==> src/rtl/inst_fetch_if.sv <==
// inst_fetch_if: fetch-unit bus bundling the instruction-memory port, the decode handshake and pc control.
interface inst_fetch_if #(
  parameter int ADDR_W = 16,
  parameter int DATA_W = 32
);
  logic              fetch_en;
  logic              redirect;
  logic [ADDR_W-1:0] redirect_pc;
  logic [ADDR_W-1:0] imem_addr;
  logic              imem_write;
  logic [DATA_W-1:0] imem_dataout;
  logic              inst_valid;
  logic [DATA_W-1:0] inst_data;
  logic [ADDR_W-1:0] inst_pc;
  logic              inst_ready;
  modport master (
    input  fetch_en, redirect, redirect_pc, imem_dataout, inst_ready,
    output imem_addr, imem_write, inst_valid, inst_data, inst_pc
  );
  modport slave (
    output fetch_en, redirect, redirect_pc, imem_dataout, inst_ready,
    input  imem_addr, imem_write, inst_valid, inst_data, inst_pc
  );
endinterface

==> src/rtl/inst_fetch.sv <==
// inst_fetch: instruction-fetch front end absorbing 1-cycle memory latency into a credit-guarded output buffer.
module inst_fetch #(
  parameter logic [15:0] RESET_PC  = 16'h0000,
  parameter int          ADDR_W    = 16,
  parameter int          DATA_W    = 32,
  parameter int          BUF_DEPTH = 2
) (
  input logic          clk,
  input logic          reset,
  inst_fetch_if.master bus
);
  localparam int PW = $clog2(BUF_DEPTH);
  logic [ADDR_W-1:0] pc, infl_pc;
  logic              infl;
  logic [DATA_W-1:0] bdata [BUF_DEPTH];
  logic [ADDR_W-1:0] bpc   [BUF_DEPTH];
  logic [PW-1:0]     head, tail;
  logic [PW:0]       occ;
  logic [PW+1:0]     credit;
  logic              pop, push, issue;
  assign pop    = bus.inst_valid && bus.inst_ready;
  assign push   = infl && !bus.redirect;
  // an in-flight read already owns a slot, so it counts against the buffer
  assign credit = {1'b0, occ} + (PW+2)'(infl) - (PW+2)'(pop);
  assign issue  = bus.fetch_en && !bus.redirect && credit < (PW+2)'(BUF_DEPTH);
  assign bus.imem_addr  = pc;
  assign bus.imem_write = 1'b0;
  assign bus.inst_valid = occ != '0;
  assign bus.inst_data  = bdata[head];
  assign bus.inst_pc    = bpc[head];
  always_ff @(posedge clk or posedge reset) begin
    if (reset) begin
      pc      <= ADDR_W'(RESET_PC);
      infl    <= 1'b0;
      infl_pc <= '0;
      head    <= '0;
      tail    <= '0;
      occ     <= '0;
      for (int i = 0; i < BUF_DEPTH; i++) begin
        bdata[i] <= '0;
        bpc[i]   <= '0;
      end
    end else if (bus.redirect) begin
      pc   <= bus.redirect_pc;
      infl <= 1'b0;
      head <= '0;
      tail <= '0;
      occ  <= '0;
    end else begin
      infl <= issue;
      if (issue) begin
        infl_pc <= pc;
        pc      <= pc + 1'b1;
      end
      if (push) begin
        bdata[tail] <= bus.imem_dataout;
        bpc[tail]   <= infl_pc;
        tail        <= tail + 1'b1;
      end
      if (pop) head <= head + 1'b1;
      occ <= occ + (PW+1)'(push) - (PW+1)'(pop);
    end
  end
endmodule

==> src/flat_wrapper.sv <==
// flat-port wrapper written by rule: the top's interface ports become plain ports
module inst_fetch_flat 
#(
  parameter logic [15:0] RESET_PC  = 16'h0000,
  parameter int          ADDR_W    = 16,
  parameter int          DATA_W    = 32,
  parameter int          BUF_DEPTH = 2
)
  (clk, reset, bus_fetch_en, bus_redirect, bus_redirect_pc, bus_imem_dataout, bus_inst_ready, bus_imem_addr, bus_imem_write, bus_inst_valid, bus_inst_data, bus_inst_pc);
  inst_fetch_if #(.ADDR_W(ADDR_W), .DATA_W(DATA_W)) bus_i ();
  input logic clk;
  input logic reset;
  input wire logic [$bits(bus_i.fetch_en)-1:0] bus_fetch_en;
  input wire logic [$bits(bus_i.redirect)-1:0] bus_redirect;
  input wire logic [$bits(bus_i.redirect_pc)-1:0] bus_redirect_pc;
  input wire logic [$bits(bus_i.imem_dataout)-1:0] bus_imem_dataout;
  input wire logic [$bits(bus_i.inst_ready)-1:0] bus_inst_ready;
  output wire logic [$bits(bus_i.imem_addr)-1:0] bus_imem_addr;
  output wire logic [$bits(bus_i.imem_write)-1:0] bus_imem_write;
  output wire logic [$bits(bus_i.inst_valid)-1:0] bus_inst_valid;
  output wire logic [$bits(bus_i.inst_data)-1:0] bus_inst_data;
  output wire logic [$bits(bus_i.inst_pc)-1:0] bus_inst_pc;
  assign bus_i.fetch_en = bus_fetch_en;
  assign bus_i.redirect = bus_redirect;
  assign bus_i.redirect_pc = bus_redirect_pc;
  assign bus_i.imem_dataout = bus_imem_dataout;
  assign bus_i.inst_ready = bus_inst_ready;
  assign bus_imem_addr = bus_i.imem_addr;
  assign bus_imem_write = bus_i.imem_write;
  assign bus_inst_valid = bus_i.inst_valid;
  assign bus_inst_data = bus_i.inst_data;
  assign bus_inst_pc = bus_i.inst_pc;
  inst_fetch #(.RESET_PC(RESET_PC), .ADDR_W(ADDR_W), .DATA_W(DATA_W), .BUF_DEPTH(BUF_DEPTH)) u_core (.clk(clk), .reset(reset), .bus(bus_i));
endmodule
==> config.mk <==
export PLATFORM = sky130hd
export DESIGN_NAME = inst_fetch_flat
export DESIGN_NICKNAME = d
export VERILOG_FILES = /design/src/rtl/inst_fetch_if.sv /design/src/rtl/inst_fetch.sv /design/src/flat_wrapper.sv
export SDC_FILE = /design/constraint.sdc
export NUM_CORES = 1
export LEC_CHECK = 0
export CAP_MARGIN = 15
export CORE_ASPECT_RATIO = 0.9
export CORE_UTILIZATION = 30
export CTS_CLUSTER_SIZE = 24
export DETAILED_ROUTE_END_ITERATION = 8
export SETUP_SLACK_MARGIN = 0.3
export SYNTH_ARGS = -nofsm -noshare
export SYNTH_HDL_FRONTEND = slang
export SYNTH_SLANG_ARGS = --single-unit
==> constraint.sdc <==
create_clock -name clk -period 5.5 [get_ports clk]
set_input_delay 1.375 -clock clk [delete_from_list [all_inputs] [get_ports clk]]
set_output_delay 1.375 -clock clk [all_outputs]
set_load 0.01 [all_outputs]
==> impl_metrics.csv <==
group,metric,value,unit
synthesis,ys_warn_count,0,
clocking,cts_setup_buffers,0,
sta,timing_worst_slew_pin_value,0.881,ns
grt,grt_pass1_wl,22100,µm
sta,skew,0.00662,ns
hold_path,hold_path_depth,1,
routing,drt-total-wl,13700,µm
sta,max_freq,252,MHz
sta,hold_viol,0,
grt,grtUsageTotal,0.142,
cells_and_area,fin_nets,635,
clocking,h-tree-depth,4,
setup_path,critPathArrivalTime,2.60,ns
routing,ant_nets,0,
routing,drc,0,
cells_and_area,stdcell_area,8010,µm²
grt,grt_overflow_total,0,
pwr,ir_worst_vdd,0.193,mV
clocking,cts_num_sinks,133,
job,cap_violations,0,
pwr,p_sw,1.38,mW
cells_and_area,drive_above_1_share,0.303,
clocking,root_buffer,"clkbuf_16",
pwr,p_comb_frac,0.379,
synthesis,synth_edf_count,0,
sta,finalSetupTns,0,ns
setup_path,r2r_start,"u_core.occ[1]$_DFF_PP0_",
cells_and_area,syn_to_final_growth,34.1,%
routing,routed-via-count,4030,
synthesis,synth_seq_cells,133,
sta,slew_violations,0,
clocking,tritoncts,"built",
floorplanning,die_width,151,µm
status,status,"finished, final reports clean",
setup_path,reg2regPathDepth,9,
synthesis,netlist_area,5970,µm²
pwr,p_seq_frac,0.366,
synthesis,ys_types,45,
hold_path,hp-start,"u_core.bdata[50]$_DFFE_PP0P_",
clocking,clk_pin_slew,0.06,ns
floorplanning,ioPinCount,119,
floorplanning,die_h,136,µm
clocking,cts-buffers-inserted,17,
routing,drt_first_pass_iters,4,
pwr,leakage,3.53,nW
floorplanning,dieArea,20500,µm²
clocking,cts_resized,0,
sta,setup_viol,0,
routing,via_per_inst,4.79,
grt,grt_max_degree,97,
floorplanning,core_area,19300,µm²
grt,antenna_found_initial,0,
synthesis,postSynthCellCount,458,
synthesis,ys.flop_type,"dfrtp_1",
cells_and_area,multi_input_area,2490,µm²
setup_path,r2r-end,"u_core.bus.imem_addr[10]$_DFFE_PP0P_",
routing,wire_per_inst,16.3,µm
cells_and_area,fin_util,0.414,
synthesis,synth-async-reset-ratio,1.00,
synthesis,post_synth.cell_area_avg,13.0,µm²
pwr,p_int,3.12,mW
placement,io_buffers,117,
setup_path,path_class,"reg -> out",
pwr,power_density,561,nW/µm²
synthesis,seq_area_frac_synth,0.558,
placement,dpl_cell_area,7400,µm²
sta,min_period,3.97,ns
cells_and_area,n_fill_cell,1832,
floorplanning,rows,48,
floorplanning,start_util,0.309,
hold_path,whs_endpoint,"u_core.bdata[50]$_DFFE_PP0P_",
setup_path,worst-r2r-setup-slack,2.30,ns
setup_path,start_kind,"flop",
clocking,cts.path.max_buffers,2,
setup_path,endpoint_kind,"primary output",
setup_path,crit_path_max_fanout,33,
clocking,cts.hold.buffers_added,0,
pwr,clockPowerShare,0.255,
setup_path,startpoint,"u_core.head$_DFFE_PP0P_",
sta,relSlewSlack,0.413,
setup_path,required,4.12,ns
cells_and_area,antennaDiodeCount,0,
pwr,netSwitchingFraction,0.306,
grt,grt_pass1_vias,4267,
clocking,clk_latency,0.41,ns
hold_path,min_path_type,"reg -> reg",
routing,drtIter0Drc,150,
sta,rsz0062_at_grt,"false",
synthesis,synth_nets,515,
cells_and_area,seq_area,3330,µm²
pwr,total_power,4.49,mW
placement,place_congestion,0.821,
placement,hpwl,9300,µm
sta,fin_crit_sh,0.723,
-- power by group through the flow --
stage               Sequential (mW)  Clock, mW  Combinational, mW
floorplan                      1.55          0               1.04
finish                         1.65       1.15               1.70
global route                   1.71       1.22               1.84
CTS                            1.65       1.18               1.73
global placement               1.63          0               1.68
detailed placement             1.67          0               1.72
-- worst max-delay path by stage --
| stage | end | cells past startpoint |
|---|---|---|
| after floorplan | u_core.bdata[0]$_DFFE_PP0P_ | 1 |
| after global placement | u_core.bus.imem_addr[10]$_DFFE_PP0P_ | 9 |
| after detailed placement | u_core.bus.imem_addr[10]$_DFFE_PP0P_ | 9 |
| after CTS | bus_inst_data[7] | 3 |
| after global routing | bus_inst_data[7] | 3 |
| final | bus_inst_data[7] | 3 |
-- cells by family after synthesis --
kind of cell / Yosys count / synth area share
muxes: 145 / 0.273
DFF: 133 / 0.558
and+or+nand+nor: 103 / 0.0792
AOI/OAI and AO/OA: 33 / 0.0430
buffers and inverters: 32 / 0.0249
xor gates and xnor gates: 7 / 0.0115
adders and majority gates: 4 / 0.00964
other: 1 / 0.000628
-- synthesized netlist by cell type, types with 2 or more instances --
master	n	share of area
dfrtp_1	133	0.56
mux2_2	133	0.25
nand2_1	64	0.040
buf_2	11	0.0092
mux2_1	11	0.021
inv_1	9	0.0057
nand3_1	9	0.0075
o311ai_1	9	0.013
nor2_1	6	0.0038
o311ai_0	6	0.0088
buf_1	4	0.0025
buf_4	4	0.0050
nand4_1	4	0.0042
xor2_1	4	0.0059
a22oi_1	3	0.0038
clkbuf_1	3	0.0019
ha_1	3	0.0063
o21ai_1	3	0.0025
or4_1	3	0.0038
a21o_1	2	0.0025
a21oi_1	2	0.0017
a221o_1	2	0.0034
and3_1	2	0.0021
nor2b_1	2	0.0021
nor3_1	2	0.0017
o211ai_1	2	0.0025
o21ai_0	2	0.0017
or2_0	2	0.0021
xnor2_1	2	0.0029
-- layout make-up --
cell class / instances / share of cell area
flip-flops and latches: 133 / 0.416
multi-input cells: 293 / 0.312
repair buffers: 123 / 0.152
clock buffers: 19 / 0.0566
well taps: 250 / 0.0391
clock inverters: 13 / 0.0195
inverters: 10 / 0.00531
-- worst max-delay path, stage by stage (launching register included) --
cell and delay [ns]:
dfrtp_2 0.90, buf_4 0.40, mux2_2 0.37, clkdlybuf4s50_1 0.49
-- per-layer routing --
layer / track usage / vias to the layer above / wire, µm
met4: 0.0622 / 0 / 237
met5: 0 / - / 0
met1: 0.181 / 2023 / 6070
met2: 0.228 / 119 / 6550
met3: 0.0369 / 16 / 815
li1: - / 1872 / -
-- flip-flops by register name, indices dropped and copies added, names as in the netlist --
name                  flops
u_core.bdata             64
u_core.bpc               32
u_core.bus.imem_addr     16
u_core.infl_pc           16
u_core.occ                2
u_core.head               1
u_core.infl               1
u_core.tail               1
-- through the flow --
step,setup WS [ns],instances,hold slack (ns)
after floorplan,0.571,458,0.454
after global placement,1.28,809,0.464
after detailed placement,1.19,809,0.479
after CTS,1.45,841,0.492
after global routing,1.38,841,0.510
final,1.53,841,0.491
-- placed cells by master (no fill, tap or decap), types with 2 or more instances in the layout --
cell type,instances
or4_1,3
a22oi_1,3
a21o_1,2
o311ai_0,6
o21ai_1,3
clkdlybuf4s50_1,117
mux2_2,133
o21ai_0,2
nor2_1,6
o311ai_1,9
nand4_1,4
clkbuf_8,2
and3_1,2
dfrtp_1,132
inv_1,8
clkinv_2,4
xor2_1,4
nand3_1,9
o211ai_1,2
or2_0,2
ha_1,3
mux2_1,11
bufinv_16,3
nor2b_1,2
xnor2_1,2
clkbuf_16,17
nand2_1,63
a21oi_1,2
clkinvlp_4,5
a221o_1,2
nor3_1,2
buf_4,6
Note: power is estimated with default switching activity, not from simulation.
